==> src/rtl/conv_layer_sequencer.sv <==
// Instruction-driven sequencer for the convolution datapath: weight BRAM fill,
// weight preload/load into the MAC array, and ifmap streaming with ping-pong BRAM banks.
module conv_layer_sequencer #(
    parameter int MAC_NUM        = 256,
    parameter int BEAT_CNT_WIDTH = 17,
    parameter int WAIT_TIMEOUT   = 1024
) (
    input  logic                      clk,
    input  logic                      rst_n,
    input  logic                      inst_valid,
    output logic                      inst_ready,
    input  logic [31:0]               inst_data,
    input  logic [1:0]                cfg_operation,
    input  logic [11:0]               cfg_in_ch,
    input  logic [11:0]               cfg_out_ch,
    input  logic [4:0]                cfg_kernel,
    input  logic [MAC_NUM-1:0]        cfg_mac_enable,
    output logic [1:0]                operation,
    output logic [11:0]               input_channel_size,
    output logic [11:0]               output_channel_size,
    output logic [4:0]                kernel_size,
    output logic [MAC_NUM-1:0]        mac_enable,
    output logic                      bram_write_en,
    output logic                      bram_transfer_start,
    output logic                      bram_control_add1,
    output logic                      bram_control_add2,
    output logic                      port_sel,
    output logic                      load_weight_preload,
    output logic                      load_weight,
    output logic                      load_ifmaps,
    input  logic                      ifmaps_fifo_empty,
    input  logic                      weight_from_bram_valid,
    input  logic                      write_weight_finish,
    output logic                      busy,
    output logic                      done,
    output logic                      err
);

    localparam int WAIT_W = $clog2(WAIT_TIMEOUT + 1);

    localparam logic [31:0] OP_WRITE_WEIGHT = 32'd86;
    localparam logic [31:0] OP_COMPUTE      = 32'd87;
    localparam logic [31:0] OP_LOADIFMAPS   = 32'd88;

    typedef enum logic [2:0] {
        S_IDLE,
        S_WR_W,
        S_XFER,
        S_PRE,
        S_LDW,
        S_STREAM,
        S_FIN
    } state_t;

    state_t                    state_q, state_d;
    logic [1:0]                operation_q;
    logic [11:0]               in_ch_q;
    logic [11:0]               out_ch_q;
    logic [4:0]                kernel_q;
    logic [MAC_NUM-1:0]        mac_en_q;
    logic [BEAT_CNT_WIDTH-1:0] beat_q, beat_d;
    logic [WAIT_W-1:0]         wait_q, wait_d;
    logic                      is_compute_q, is_compute_d;
    logic                      port_sel_q, port_sel_d;
    logic                      err_q, err_d;

    logic                      accept;
    logic                      kernel_ok;
    logic                      wait_expired;
    logic [BEAT_CNT_WIDTH-1:0] target;

    assign accept       = inst_valid && (state_q == S_IDLE);
    assign kernel_ok    = (cfg_kernel != 5'd0) && (cfg_kernel <= 5'd5);
    assign wait_expired = (wait_q == WAIT_W'(WAIT_TIMEOUT - 1));
    // Widen before multiplying so 12-bit channels x 5-bit kernel never truncates.
    assign target       = BEAT_CNT_WIDTH'(in_ch_q) * BEAT_CNT_WIDTH'(kernel_q);

    always_comb begin
        state_d             = state_q;
        beat_d              = beat_q;
        wait_d              = '0;
        is_compute_d        = is_compute_q;
        port_sel_d          = port_sel_q;
        err_d               = 1'b0;
        bram_write_en       = 1'b0;
        bram_transfer_start = 1'b0;
        bram_control_add1   = 1'b0;
        bram_control_add2   = 1'b0;
        load_weight_preload = 1'b0;
        load_weight         = 1'b0;
        load_ifmaps         = 1'b0;
        done                = 1'b0;

        unique case (state_q)
            S_IDLE: begin
                if (accept) begin
                    is_compute_d = 1'b0;
                    beat_d       = '0;
                    if (!kernel_ok) begin
                        err_d = 1'b1;
                    end else if (inst_data == OP_WRITE_WEIGHT) begin
                        state_d = S_WR_W;
                    end else if (inst_data == OP_COMPUTE) begin
                        state_d      = S_XFER;
                        is_compute_d = 1'b1;
                    end else if (inst_data == OP_LOADIFMAPS) begin
                        state_d = S_STREAM;
                    end else begin
                        err_d = 1'b1;
                    end
                end
            end
            S_WR_W: begin
                bram_write_en = 1'b1;
                if (write_weight_finish) begin
                    state_d = S_FIN;
                end else if (wait_expired) begin
                    state_d = S_IDLE;
                    err_d   = 1'b1;
                end else begin
                    wait_d = wait_q + 1'b1;
                end
            end
            S_XFER: begin
                bram_transfer_start = 1'b1;
                state_d             = S_PRE;
            end
            S_PRE: begin
                if (weight_from_bram_valid) begin
                    load_weight_preload = 1'b1;
                    bram_control_add1   = 1'b1;
                    state_d             = S_LDW;
                end else if (wait_expired) begin
                    state_d = S_IDLE;
                    err_d   = 1'b1;
                end else begin
                    wait_d = wait_q + 1'b1;
                end
            end
            S_LDW: begin
                load_weight = 1'b1;
                state_d     = S_STREAM;
            end
            S_STREAM: begin
                if (target == '0) begin
                    state_d = S_FIN;
                end else if (!ifmaps_fifo_empty) begin
                    load_ifmaps = 1'b1;
                    if (beat_q == target - BEAT_CNT_WIDTH'(1)) begin
                        beat_d  = '0;
                        state_d = S_FIN;
                    end else begin
                        beat_d = beat_q + 1'b1;
                    end
                end
            end
            S_FIN: begin
                done    = 1'b1;
                state_d = S_IDLE;
                if (is_compute_q) begin
                    bram_control_add2 = 1'b1;
                    port_sel_d        = !port_sel_q;
                end
            end
            default: state_d = S_IDLE;
        endcase
    end

    always_ff @(posedge clk or negedge rst_n) begin
        if (!rst_n) begin
            state_q      <= S_IDLE;
            beat_q       <= '0;
            wait_q       <= '0;
            is_compute_q <= 1'b0;
            port_sel_q   <= 1'b0;
            err_q        <= 1'b0;
        end else begin
            state_q      <= state_d;
            beat_q       <= beat_d;
            wait_q       <= wait_d;
            is_compute_q <= is_compute_d;
            port_sel_q   <= port_sel_d;
            err_q        <= err_d;
        end
    end

    // Configuration is captured on every accept, including rejected instructions.
    always_ff @(posedge clk or negedge rst_n) begin
        if (!rst_n) begin
            operation_q <= '0;
            in_ch_q     <= '0;
            out_ch_q    <= '0;
            kernel_q    <= '0;
            mac_en_q    <= '0;
        end else if (accept) begin
            operation_q <= cfg_operation;
            in_ch_q     <= cfg_in_ch;
            out_ch_q    <= cfg_out_ch;
            kernel_q    <= cfg_kernel;
            mac_en_q    <= cfg_mac_enable;
        end
    end

    assign inst_ready          = (state_q == S_IDLE);
    assign busy                = (state_q != S_IDLE);
    assign err                 = err_q;
    assign port_sel            = port_sel_q;
    assign operation           = operation_q;
    assign input_channel_size  = in_ch_q;
    assign output_channel_size = out_ch_q;
    assign kernel_size         = kernel_q;
    assign mac_enable          = mac_en_q;

endmodule

==> config.mk <==
export PLATFORM = sky130hd
export DESIGN_NAME = conv_layer_sequencer
export DESIGN_NICKNAME = d
export VERILOG_FILES = /design/src/rtl/conv_layer_sequencer.sv
export SDC_FILE = /design/constraint.sdc
export NUM_CORES = 1
export LEC_CHECK = 0
export ABC_CLOCK_PERIOD_IN_PS = 7700
export CAP_MARGIN = 5
export CORE_AREA = 4 4 238 240
export DETAILED_ROUTE_END_ITERATION = 8
export DIE_AREA = 0 0 242 244
export DONT_BUFFER_PORTS = 1
export GPL_ROUTABILITY_DRIVEN = 0
export PLACE_DENSITY = 0.5
export SLEW_MARGIN = 5
export SYNTH_ARGS = -nofsm -noshare
export SYNTH_HDL_FRONTEND = slang
export SYNTH_SLANG_ARGS = --single-unit
==> constraint.sdc <==
create_clock -name clk -period 7.7 [get_ports clk]
set_input_delay 2.31 -clock clk [delete_from_list [all_inputs] [get_ports clk]]
set_output_delay 2.31 -clock clk [all_outputs]
set_load 0.01 [all_outputs]
Word-level counts from Yosys, hierarchy flattened
Index checks and enable logic that the tools add are counted.

operators by class
  add/subtract/negate cells = 3
  multiply operators = 1
  divide/modulo/power cells = 0
  order comparisons = 1
  equality and inequality tests = 18
  shift-type cells = 0
  mux-type cells = 44
  bitwise logic cells = 0
  reductions and logical operators = 12

operator list
  operator               number
  $eq 32x7->1 const B    3
  $mux 17                4
  $pmux 17 s2            1
  $mux 11                3
  $mux 3                 11
  $mux 1                 22
  $pmux 11 s2            1
  $pmux 3 s6             1
  $add 17x1->17 const B  1
  $eq 17x17->1           1
  $logic_not 17->1       1
  $mul 12x5->17          1
  $sub 17x1->17 const B  1
  $add 11x1->11 const B  1
  $eq 11x10->1 const B   1
  $eq 3x3->1 const B     3
  $eq 3x2->1 const B     2
  $ne 3x3->1 const B     2
  $le 5x3->1 const B     1
  $reduce_and 5->1       1
  $reduce_bool 5->1      1
  $ne 2x1->1 const B     2
  $ne 2x2->1 const B     2
  $ne 4x1->1 const B     1
  9 further kinds        11

word-level totals
  flip-flop bits (word level) = 321
  bits in latches = 0
  memory bits (writable) = 0
  bits in read-only memories = 0
  input bits = 325
  memories = 0

Depth between registers and ports, before layout
  depth after elaboration = 7
  depth in mapped cells = 21
  gate-level depth less buffers = 18

Worst setup path after synthesis
No wires, ideal clock.

  path kind = reg2out
  start = register kernel_q[4] (netlist: kernel_size[4])
  end = output port load_ifmaps
  data arrival time = 4732 ps
  slack = 658 ps
  cell stages (with the launch flop) = 18
  cell sequence = dfrtp_1 clkbuf_1 nand2_1 fa_1 inv_1 fa_1 fa_1 ha_1 clkbuf_1 a21o_1 a21oi_1 o21ai_0 a41o_1 or4_1 a31oi_1 xnor2_1 a21boi_0 and2_1

between the ends
  cells in the longest elaborated chain, start to end = 4

RTL lines
  item                      RTL line  text
  start: declaration        59        logic [4:0] kernel_q;
  start signal: assignment  199       kernel_q <= cfg_kernel;
  $mul 12x5->17             76        assign target = BEAT_CNT_WIDTH'(in_ch_q) * BEAT_CNT_WIDTH'(kernel_q);
  $logic_not 17->1          145       if (target == '0) begin
  $mux 1                    145
  $mux 1                    94        unique case (state_q)
  end: declaration          30        output logic load_ifmaps,

Every way passes these cells.

Worst setup path after layout
  start = register kernel_q[3] (netlist: kernel_size[3])
  end = output port load_ifmaps

Same word-level chain as after synthesis.

==> qor.txt <==
Yosys Warn Count: 0
Critical Path AT: 5.11 ns
Layout area overhead: 14.1%
largest net degree at the start of global routing: 322
CTS Buf Count: 38
cts-stage hold buffer count: 0
antenna viol nets, final: 0
GR Util met1: 19.5%
Crit. End Element: primary output
Mapped Avg Cell Area: 8.65 um2
Crit Path Max Fanout: 12
first-pass GRT wire length: 78,500 um
Critical path origin: kernel_size[3]
hold_sp: is_compute_q
reg2reg start: kernel_size[3]
met2 Use GR: 30.5%
Clock transition at path regs: 0.06 ns
H-tree depth: 2
number of enable flip-flop cells after synthesis: 0
Final Skew: 0.0140 ns
GR peak layer: met2
initial antenna violation count: 3
residual DRC count: 0
max-cap violations: 0
filler cell count: 5,719
Synth Net Count: 2,141
Max VDD drop: 0.168 mV
Die Ht: 244 um
met3 GRT Util: 5.88%
Layout Nets: 2,117
PwrDens: 279 nW/um2
die area: 59,000 um2
Finished Core Util: 31.7%
Hold Slack: 0.489 ns
Syn Inst Count: 1,758
vias in the first global route: 12,000
Setup CP Type: reg -> out
1st-iter DRT viols: 656
minimum clock period: 7.42 ns
Netlist cell types: 70
grt ovf: 0
Syn Std Cell Area: 15,200 um2
detail-routed net length per standard cell: 21.3 um
fin crit share: 96.4%
CTS tree: done
CTS root buf: clkbuf_16
DR vias: 11,600
I/O pins: 624
clk buf depth: 3
class of the tightest hold or removal check: reg -> reg
Die W: 242 um
FMAX: 135 MHz
Worst-Skew Late Latency: 0.53 ns
Via density: 4.71
final hold vios: 0
total track usage: 17.1%
Routed WL: 52,400 um
Starting Density: 27.8%
Startpoint Class: flip-flop
Setup violations, final: 0
relative slew slack: 10.5%
Total Power: 4.85 mW
worst endpoint required time: 5.39 ns
Slew Viols, Final: 0
Final HPWL DP: 39,300 um
Synth Register Bits: 321
layout cells sized above 1: 7.11%
Sink Count: 321
core region area: 54,700 um2
Synth Flop Type: dfrtp_1
DRT Pass-1 Iters: 5
row count: 86
Seq/Total Area, Yosys: 52.8%
result of the run: finished, final reports clean
Pleak: 8.77 nW
Port Buffers: 0
worst-margin pin slew: 1.34 ns
asr flop ratio synth: 100%
==> per-stage QoR <==
| step | instances | TNS, ns | setup WS (ns) | area [um2] |
|---|---|---|---|---|
| floorplan | 1758 | 0 | 0.658 | 15200 |
| global placement | 2393 | 0 | 0.386 | 15900 |
| detailed placement | 2393 | 0 | 0.296 | 15900 |
| CTS | 2459 | 0 | 0.0318 | 17200 |
| global route | 2464 | -0.0334 | -0.0334 | 17400 |
| finish | 2465 | 0 | 0.277 | 17400 |
==> registers in the layout (all words and copies together) (netlist names) <==
name and count:
beat_q 17, err 1, input_channel_size 12, is_compute_q 1, kernel_size 5, mac_enable 256
operation 2, output_channel_size 12, port_sel 1, state_q 3, wait_q 11
==> final timing paths <==
kind	end	slack, ns	cells after the start
max in group asynchronous	output_channel_size[7]	5.13	0
hold reg to reg	is_compute_q	0.49	2
hold / removal	is_compute_q	0.49	2
min in group asynchronous	input_channel_size[1]	1.49	0
setup reg to reg	beat_q[2]	1.36	18
setup / recovery	load_ifmaps	0.28	15
==> kinds of logic (layout without fill, tap and decap cells) <==
| family | Yosys count | count (layout) | share of synthesized area (%) |
|---|---|---|---|
| muxes | 1 | 1 | 0.0658 |
| other | 0 | 2 | 0 |
| AOI/OAI and AO/OA | 112 | 112 | 5.66 |
| xor gates and xnor gates | 42 | 42 | 2.61 |
| buffers and inverters | 118 | 119 | 3.03 |
| DFF | 321 | 321 | 52.8 |
| adders and majority gates | 58 | 58 | 6.25 |
| and+or+nand+nor | 1106 | 1106 | 29.6 |
==> cell usage in the layout (no fill, tap or decap), drive strengths merged, types with 5 or more instances in the layout <==
cell type | synthesis | layout
a21o | 6 | 6
a21oi | 22 | 22
a22o | 8 | 8
and2 | 38 | 38
and3 | 10 | 10
buf | 5 | 17
bufinv | 0 | 7
clkbuf | 76 | 51
clkinv | 0 | 5
dfrtp | 321 | 321
fa | 30 | 30
ha | 28 | 28
inv | 37 | 39
nand2 | 927 | 927
nand3 | 26 | 26
nor2 | 42 | 42
nor2b | 11 | 11
nor3 | 14 | 14
nor4 | 9 | 9
o211ai | 6 | 6
o21ai | 23 | 23
o311ai | 6 | 6
or2 | 5 | 5
xnor2 | 28 | 28
xor2 | 12 | 12
==> where the power goes <==
group / internal (mW) / leakage [nW] / switching (mW)
clock: 1.21 / 0.652 / 0.724
sequential: 1.82 / 3.95 / 0.225
combinational: 0.355 / 4.16 / 0.510
==> cells in the mapped netlist, types with 3 or more instances <==
cell type / number / area (um2)
o22ai_1: 3 / 18.8
xnor2_1: 28 / 245
a21o_1: 5 / 37.5
a22o_1: 8 / 70.1
a211oi_1: 4 / 30.0
nor4_1: 9 / 56.3
ha_1: 28 / 350
nor3_1: 13 / 65.1
nor3b_1: 4 / 30.0
nor2b_1: 11 / 68.8
clkbuf_1: 76 / 285
and2_1: 37 / 231
o211ai_1: 6 / 45.0
a21boi_0: 4 / 30.0
inv_1: 37 / 139
nand2b_1: 4 / 25.0
o31ai_1: 3 / 22.5
nor4b_1: 3 / 26.3
or3_1: 3 / 18.8
a21oi_1: 20 / 100
nand3_1: 26 / 130
or2_2: 5 / 31.3
nand2_1: 926 / 3480
o311ai_2: 6 / 97.6
a2111oi_0: 4 / 35.0
dfrtp_1: 321 / 8030
and3_1: 10 / 62.6
fa_1: 30 / 601
o21ai_0: 16 / 80.1
nor2_1: 41 / 154
o21ai_1: 6 / 30.0
xor2_1: 12 / 105
==> routing by layer <==
metal,part of all wire (%),up-vias
met3,8.2,72
met1,37,5631
met2,52,415
li1,-,5493
met5,0.063,-
met4,2.5,4
==> what timing repair did <==
item	4_1_cts	5_1_grt
pin swaps	0	2
setup buffers	1	4
resized for setup	12	21
hold endpoints to repair	0	0
setup endpoints to repair	1	1
==> final cells by class <==
class,count,area (um2),share of cell area (%)
Timing Repair Buffer,17,133,0.764
Inverter,37,139,0.800
Sequential cell,321,8040,46.4
Clock inverter,14,253,1.46
Multi-Input combinational cell,1319,6830,39.3
Tap cell,704,881,5.08
Clock buffer,51,1070,6.17
Antenna cell,2,5.00,0.0288
==> critical path, cell delays in order (launching register included) <==
cell and delay [ns]:
dfrtp_2 0.47, buf_2 0.19, nand2_1 0.08, fa_1 0.54, inv_1 0.07, fa_1 0.51
fa_1 0.43, ha_1 0.44, a21oi_1 0.20, o21ai_0 0.22, or4b_2 0.65, a2bb2oi_1 0.15
nor2_1 0.09, nor3_4 0.24, a21boi_2 0.11, and2_4 0.19
Note: power is estimated with default switching activity, not from simulation.
